File: src/rtl/spell_mem_banked.sv
// spell_mem_banked
//   Banked on-chip memory for the SPELL core: region 0 holds code, regions
//   1..2**REGION_BITS-1 hold data. After reset an init sweep writes every word
//   with its region's init value; clear_req re-runs that sweep for one region.
//   Accesses use the select/data_ready handshake with WAIT_STATES extra
//   cycles ahead of each access.
//
//   Optional build macro: SPELL_MEM_PARITY_EN
//     When defined, every stored word carries an even-parity bit and reads
//     report parity_error. When undefined, parity_error is always 0.
//
// Ports
//   clk          in   clock, all state on rising edge
//   rst          in   synchronous active-high reset
//   select       in   access request, held until data_ready, then dropped
//   write        in   1 = write, 0 = read
//   region       in   target region (0 = code)
//   addr         in   word address within the region
//   data_in      in   write data
//   clear_req    in   one-cycle pulse: reinitialise clear_region
//   clear_region in   region to clear, sampled with clear_req
//   data_out     out  registered read data
//   data_ready   out  access complete, held while select stays high
//   mem_ready    out  no init/clear sweep running
//   parity_error out  registered with data_out on reads
module spell_mem_banked #(
  parameter int unsigned ADDR_WIDTH  = 8,
  parameter int unsigned DATA_WIDTH  = 8,
  parameter int unsigned REGION_BITS = 1,
  parameter int unsigned WAIT_STATES = 0,
  parameter logic [DATA_WIDTH-1:0] CODE_INIT_VALUE = '1,
  parameter logic [DATA_WIDTH-1:0] DATA_INIT_VALUE = '0
) (
  input  logic                   clk,
  input  logic                   rst,
  input  logic                   select,
  input  logic                   write,
  input  logic [REGION_BITS-1:0] region,
  input  logic [ADDR_WIDTH-1:0]  addr,
  input  logic [DATA_WIDTH-1:0]  data_in,
  input  logic                   clear_req,
  input  logic [REGION_BITS-1:0] clear_region,
  output logic [DATA_WIDTH-1:0]  data_out,
  output logic                   data_ready,
  output logic                   mem_ready,
  output logic                   parity_error
);

  localparam int unsigned IDX_W = REGION_BITS + ADDR_WIDTH;
  localparam int unsigned DEPTH = 2 ** IDX_W;
`ifdef SPELL_MEM_PARITY_EN
  localparam int unsigned MEM_W = DATA_WIDTH + 1;
`else
  localparam int unsigned MEM_W = DATA_WIDTH;
`endif
  localparam logic [2:0]            WS_LOAD   = 3'(WAIT_STATES);
  localparam logic [IDX_W-1:0]      IDX_LAST  = '1;
  localparam logic [ADDR_WIDTH-1:0] ADDR_LAST = '1;

  typedef enum logic [2:0] {
    S_INIT,
    S_IDLE,
    S_WAIT,
    S_DONE,
    S_CLEAR
  } state_e;

  state_e                  state_q, state_d;
  logic [IDX_W-1:0]        ptr_q, ptr_d;
  logic [2:0]              wcnt_q, wcnt_d;
  logic [REGION_BITS-1:0]  clr_reg_q, clr_reg_d;
  logic [DATA_WIDTH-1:0]   data_out_q, data_out_d;
  logic                    ready_q, ready_d;
  logic                    mem_ready_q, mem_ready_d;
  logic                    perr_q, perr_d;

  logic [MEM_W-1:0]        mem_q [DEPTH];

  logic                    mem_we;
  logic [IDX_W-1:0]        mem_waddr;
  logic [DATA_WIDTH-1:0]   mem_wdata;
  logic                    do_access;
  logic [IDX_W-1:0]        acc_idx;
  logic [MEM_W-1:0]        rd_word;

  function automatic logic [DATA_WIDTH-1:0] init_val(input logic [REGION_BITS-1:0] r);
    return (r == '0) ? CODE_INIT_VALUE : DATA_INIT_VALUE;
  endfunction

  function automatic logic [MEM_W-1:0] encode(input logic [DATA_WIDTH-1:0] d);
`ifdef SPELL_MEM_PARITY_EN
    return {^d, d};
`else
    return d;
`endif
  endfunction

  assign acc_idx = {region, addr};
  assign rd_word = mem_q[acc_idx];

  always_comb begin
    state_d     = state_q;
    ptr_d       = ptr_q;
    wcnt_d      = wcnt_q;
    clr_reg_d   = clr_reg_q;
    data_out_d  = data_out_q;
    ready_d     = ready_q;
    mem_ready_d = mem_ready_q;
    perr_d      = perr_q;
    mem_we      = 1'b0;
    mem_waddr   = ptr_q;
    mem_wdata   = '0;
    do_access   = 1'b0;

    unique case (state_q)
      S_INIT: begin
        mem_we    = 1'b1;
        mem_waddr = ptr_q;
        mem_wdata = init_val(ptr_q[IDX_W-1 -: REGION_BITS]);
        if (ptr_q == IDX_LAST) begin
          ptr_d       = '0;
          state_d     = S_IDLE;
          mem_ready_d = 1'b1;
        end else begin
          ptr_d = ptr_q + 1'b1;
        end
      end
      S_IDLE: begin
        // A clear arriving with a new request takes priority; the request
        // stays asserted and is picked up here once the sweep ends.
        if (clear_req) begin
          state_d     = S_CLEAR;
          mem_ready_d = 1'b0;
          clr_reg_d   = clear_region;
          ptr_d       = '0;
        end else if (select) begin
          if (wcnt_q == 3'd0) begin
            do_access = 1'b1;
          end else begin
            // First wait cycle is counted on entry so the access lands on
            // edge WAIT_STATES+1.
            wcnt_d  = wcnt_q - 3'd1;
            state_d = S_WAIT;
          end
        end
      end
      S_WAIT: begin
        if (wcnt_q == 3'd0) begin
          do_access = 1'b1;
        end else begin
          wcnt_d = wcnt_q - 3'd1;
        end
      end
      S_DONE: begin
        if (!select) begin
          ready_d = 1'b0;
          perr_d  = 1'b0;
          wcnt_d  = WS_LOAD;
          state_d = S_IDLE;
        end
      end
      S_CLEAR: begin
        mem_we    = 1'b1;
        mem_waddr = {clr_reg_q, ptr_q[ADDR_WIDTH-1:0]};
        mem_wdata = init_val(clr_reg_q);
        if (ptr_q[ADDR_WIDTH-1:0] == ADDR_LAST) begin
          ptr_d       = '0;
          state_d     = S_IDLE;
          mem_ready_d = 1'b1;
        end else begin
          ptr_d = ptr_q + 1'b1;
        end
      end
      default: state_d = S_INIT;
    endcase

    if (do_access) begin
      state_d = S_DONE;
      ready_d = 1'b1;
      if (write) begin
        mem_we    = 1'b1;
        mem_waddr = acc_idx;
        mem_wdata = data_in;
        perr_d    = 1'b0;
      end else begin
        data_out_d = rd_word[DATA_WIDTH-1:0];
`ifdef SPELL_MEM_PARITY_EN
        perr_d = ^rd_word;
`else
        perr_d = 1'b0;
`endif
      end
    end
  end

  always_ff @(posedge clk) begin
    if (rst) begin
      state_q     <= S_INIT;
      ptr_q       <= '0;
      wcnt_q      <= WS_LOAD;
      clr_reg_q   <= '0;
      data_out_q  <= '0;
      ready_q     <= 1'b0;
      mem_ready_q <= 1'b0;
      perr_q      <= 1'b0;
    end else begin
      state_q     <= state_d;
      ptr_q       <= ptr_d;
      wcnt_q      <= wcnt_d;
      clr_reg_q   <= clr_reg_d;
      data_out_q  <= data_out_d;
      ready_q     <= ready_d;
      mem_ready_q <= mem_ready_d;
      perr_q      <= perr_d;
    end
  end

  always_ff @(posedge clk) begin
    if (!rst && mem_we) begin
      mem_q[mem_waddr] <= encode(mem_wdata);
    end
  end

  assign data_out     = data_out_q;
  assign data_ready   = ready_q;
  assign mem_ready    = mem_ready_q;
  assign parity_error = perr_q;

endmodule

File: config.mk
export PLATFORM = sky130hd
export DESIGN_NAME = spell_mem_banked
export DESIGN_NICKNAME = d
export VERILOG_FILES = /design/src/rtl/spell_mem_banked.sv
export SDC_FILE = /design/constraint.sdc
export NUM_CORES = 2
export LEC_CHECK = 0
export ABC_AREA = 1
export BUFFER_PORTS_ARGS = -buffer_cell sky130_fd_sc_hd__buf_4
export CORE_ASPECT_RATIO = 1.1
export CORE_UTILIZATION = 55
export CTS_CLUSTER_SIZE = 40
export DETAILED_ROUTE_END_ITERATION = 10
export PLACE_DENSITY = 0.7
export SLEW_MARGIN = 20
export SYNTH_ARGS = -nofsm -noshare
export SYNTH_HDL_FRONTEND = slang
export SYNTH_SLANG_ARGS = --single-unit
File: constraint.sdc
create_clock -name clk -period 22.5 [get_ports clk]
set_clock_uncertainty 0.1 [all_clocks]
set_input_delay 1.125 -clock clk [delete_from_list [all_inputs] [get_ports clk]]
set_output_delay 1.125 -clock clk [all_outputs]
set_load 0.02 [all_outputs]
; Word-level counts from Yosys, hierarchy flattened
; Memory sizes are Yosys's and may differ from the RTL's. A register that Yosys moved wholly into a read port is not among the register bits.
; Cells that the tools add are included.
[totals]
regBits = 18
mem_bits_rw = 4096
out_inout_bits = 11
elab_cells = 91
memories = 1
[mem_list]
columns = memory, depth, word_bits, rd, rd_ports_with_merged_regs, wr, line
row1 = mem_q, 512, 8, 1, 1, 1, 77  ; logic [MEM_W-1:0] mem_q [DEPTH];
[classes]
addsub = 2
eq_ne = 21
muxes = 41
bitwise_logic = 2
n_reduce_logical = 17
[op_table]
columns = operator, count
row1 = $mux W9, 6
row2 = $mux W8, 4
row3 = $mux W3, 10
row4 = $pmux W9 S3, 1
row5 = $pmux W8 S2, 1
row6 = $ne A3 B3 Y1 const B, 5
row7 = $pmux W3 S5, 1
row8 = $mux W1, 14
row9 = $ne A2 B2 Y1 const B, 7
row10 = $reduce_and A6 Y1, 2
row11 = $add A9 B1 Y9 const B, 1
row12 = $eq A9 B9 Y1 const B, 1
row13 = $pmux W3 S3, 1
row14 = $eq A8 B8 Y1 const B, 1
row15 = $ne A4 B4 Y1 const B, 2
row16 = $reduce_and A2 Y1, 4
row17 = $reduce_and A4 Y1, 2
row18 = $eq A3 B2 Y1 const B, 2
row19 = $logic_not A3 Y1, 2
row20 = $reduce_bool A3 Y1, 2
row21 = $reduce_or A2 Y1, 2
row22 = $eq A3 B1 Y1 const B, 1
row23 = $eq A3 B3 Y1 const B, 1
row24 = $pmux W1 S3, 1
row25 = 8 further kinds, 9

; Longest topological paths before layout
[logic_depth]
ltp_word = 9
ltp_mapped = 17
mapped_depth_nobuf = 13

; Worst setup path after synthesis
; OpenSTA, ideal clock, no wires.
[synth_path]
path_type = input -> register
from = input port clear_req
to = memory mem_q[0][0] in the netlist's numbering (data pin)
setup_time_ns = 2.584
arrival_time_ns = 13.644
t_required_ns = 19.816
setup_slack_ns = 6.171
cell_stages = 8
path_buffers = 1
path_cell_list = inv_1 > nand4_1 > nand2_2 > nand2_4 > buf_2 > o21ai_0 > a21oi_1 > nor2_1
[synth_via]
elab_chain_cells = 3
[synth_lines]
columns = element, line
row1 = "start, declared", 41  ; input logic clear_req,
row2 = $mux W1, 131  ; if (clear_req) begin
row3 = $pmux W1 S2, 115  ; unique case (state_q)
row4 = $mux W8, 177  ; if (do_access) begin
row5 = via mem_wdata[0], 81  ; logic [DATA_WIDTH-1:0] mem_wdata;
row6 = "end, declared", 77
; The timed path passes the listed nets, and every way through them passes these cells.

==> flow_metrics.py <==
metrics = {
    "job": {
        "drv_cap": 0,
    },
    "timing": {
        "slew_violations": 0,
        "finalCriticalPeriod_ns": 7.41,
        "relSlewSlack": 0.0565,
        "tightest_slew_ns": 1.42,
        "setup_violations": 0,
        "hold_viol": 0,
        "timing.final.crit_share": 0.330,
        "fmax_mhz": 135,
        "fin_tns_setup_ns": 0,
        "rsz0062_at_grt": "no",
        "layout_setup_ws_ns": 15.09,
    },
    "clocking": {
        "cts_resized": 0,
        "cts-buffers-inserted": 394,
        "postCtsSetupRepairBufs": 0,
        "cts_tree": "yes",
        "cts.path.max_buffers": 4,
        "h-tree-depth": 5,
        "cts_root_buf": "clkbuf_16",
        "hold_buffers": 0,
        "worst_skew_pair.late_latency_ns": 0.95,
        "cts_num_sinks": 4122,
        "cts.clk_slew.worst_paths_ns": 0.07,
    },
    "worst_setup_path": {
        "startpoint_type": "primary input",
        "r2r-start": "wcnt_q[0]",
        "cp-end-kind": "flop",
        "worstPathRequired_ns": 23.30,
        "cp_max_fo": 83,
        "r2r_cells": 14,
        "r2r_setup_slack_ns": 16.38,
        "critical_path_class": "in2reg",
        "timing.rr.end": "mem_q[420][7]",
        "crit_arrival_ns": 8.21,
    },
    "power": {
        "ir_drop_v": 0.000411,
        "switching_share": 0.290,
        "total_power_mw": 20.6,
        "power_density_mw_per_mm2": 113,
        "combPwrFrac": 0.168,
        "internal_power_mw": 14.6,
        "p_leak_nw": 62.6,
        "p_clk_frac": 0.316,
        "p_switching_mw": 5.96,
        "p_seq_frac": 0.516,
    },
    "logic_synthesis": {
        "synth_edf_count": 4096,
        "syn_nets": 14100,
        "synthTopCellsByCount": "nand2_1, edfxtp_1, nand3_1",
        "netlist_instances": 14100,
        "yosysMostFrequentCell": "nand2_1",
        "ys_ff_latch": 4122,
        "yosys_warnings": 0,
        "avgSynthCellArea_um2": 11.9,
        "synthTopCellsByArea": "edfxtp_1, nand3_1, nand2_1, clkbuf_1, nor2_1",
        "ys_types": 40,
        "synth_area_mm2": 0.167,
        "synth_top_area_frac": 0.737,
        "synth_top_cell_by_area": "edfxtp_1",
        "ys_async_sr_fraction": 0,
        "synth.yosys.seq_area_share": 0.740,
        "synth_ff_type": "edfxtp_1",
    },
    "detailed_routing": {
        "num_vias": 110000,
        "wl_per_cell_um": 25.0,
        "drc": 0,
        "first_pass_iters": 6,
        "drtIter0Drc": 14700,
        "antenna_left": 0,
        "via_per_inst": 6.09,
        "drt-total-wl_mm": 453,
    },
    "worst_hold_path": {
        "min-delay-start": "data_ready",
        "hold_path_class": "reg2reg",
        "hold_end": "data_ready",
        "min_path_cells": 2,
    },
    "final_layout": {
        "areaGrowthSynthToFinish_pct": 9.36,
        "final_core_util": 0.606,
        "fillCellCount": 22900,
        "stdcell_count": 18100,
        "final_nets": 13700,
        "drive_above_1_share": 0.0665,
    },
    "placed_design": {
        "io_buffer_count": 32,
        "hpwl_mm": 246,
        "dp_cells": 17400,
        "dp_slack_ns": 14.36,
        "gp_congestion": 0.893,
    },
    "global_route": {
        "grt_overflow_total": 0,
        "grt_max_degree": 184,
        "grt_pass1_wl_mm": 667,
        "antenna_found_initial": 17,
        "grt_pass1_vias": 103000,
        "grt_use_total": 0.291,
    },
    "floorplanning": {
        "row_count": 211,
        "dieHeight_um": 580,
        "die_x_um": 527,
        "io_pins": 34,
        "dieArea_mm2": 0.306,
        "initial_core_util": 0.554,
        "coreArea_mm2": 0.301,
    },
    "run_status": {
        "status": "complete, no violations",
    },
}
[metal layers]
| layer | GRT usage | routed length, µm | part of all wire |
|---|---|---|---|
| met5 | 0 | 42 | 0.000093 |
| met4 | 0.134 | 21900 | 0.048 |
| met3 | 0.0508 | 48600 | 0.11 |
| met2 | 0.450 | 210000 | 0.46 |
| met1 | 0.407 | 172000 | 0.38 |
[logic make-up (layout without fill, tap and decap cells)]
| group | Yosys count | count (layout) | synth area share |
|---|---|---|---|
| fa+ha+maj | 5 | 5 | 0.000375 |
| compound gates | 36 | 36 | 0.00147 |
| buf+inv | 1042 | 974 | 0.0249 |
| other cells | 1 | 12 | 0.0000225 |
| flops | 4122 | 4122 | 0.740 |
| simple gates | 8884 | 8884 | 0.233 |
[layout make-up]
| cell class | instances | area [µm²] | area share |
|---|---|---|---|
| clock inverters | 242 | 2090 | 0.0115 |
| clock buffers | 475 | 10400 | 0.0568 |
| multi-input cells | 8926 | 39500 | 0.216 |
| repair buffers | 205 | 1820 | 0.00998 |
| well taps | 4047 | 5060 | 0.0277 |
| flip-flops and latches | 4122 | 124000 | 0.676 |
| inverters | 52 | 231 | 0.00127 |
| diodes | 11 | 27.5 | 0.000151 |
[per-stage QoR]
step / hold WS, ns / instance area [µm²]
detailed placement: 0.372 / 170000
floorplan: 0.349 / 167000
finish: 0.380 / 183000
CTS: 0.372 / 183000
global route: 0.414 / 183000
global placement: 0.368 / 170000
[sequential cells by signal (all words and copies together), names as in the netlist]
name,count
clr_reg_q,1
data_out,8
data_ready,1
mem_q,4096
mem_ready,1
ptr_q,9
state_q,3
wcnt_q,3
[layout by cell type (no fill, tap or decap), drive strengths merged]
cell type,count
edfxtp,4096
ha,5
o2111ai,1
nor4,1
nor3,14
nor2,588
conb,1
o22ai,1
nand2,4183
a211oi,2
o21ai,10
clkinvlp,15
clkinv,188
o311ai,1
inv,58
or2,1
o21a,7
a21oi,13
nand4,1
bufinv,33
dfxtp,26
clkbuf,475
nand3,4094
a31oi,1
nor3b,2
buf,205
diode,11
[critical path: stages]
cell and delay (ns):
buf_16 0.18, inv_8 0.39, buf_4 0.73, buf_4 0.79, buf_4 0.88, buf_4 0.83
buf_4 0.72, buf_4 0.72, nand2_1 0.16, nand3_1 0.11, nand3_1 0.09, nand3_1 0.18
nand3_1 0.11, nand3_1 0.16, nand3_1 0.10, nand3_1 0.31, nand3_1 0.14, nand3_1 0.12
nand2_1 0.05, inv_1 0.04
[power groups by stage]
stage / logic (mW) / registers, mW / clock network, mW
floorplan: 1.59 / 12.1 / 0
global placement: 3.34 / 10.7 / 0
detailed placement: 3.41 / 10.8 / 0
CTS: 3.41 / 10.6 / 6.53
global route: 3.62 / 10.6 / 6.81
finish: 3.45 / 10.6 / 6.50
[worst max path at each step]
stage	endpoint	cells past startpoint	slack (ns)	startpoint
detailed placement	data_out[3]	20	14.36	addr[0]
CTS	data_out[3]	20	15.31	addr[0]
finish	data_out[3]	20	15.09	addr[0]
floorplan	mem_q[0][0]	8	6.17	clear_req
global placement	data_out[3]	20	14.40	addr[0]
global route	data_out[1]	20	14.80	addr[0]
Power figures use the tool's default switching activity.
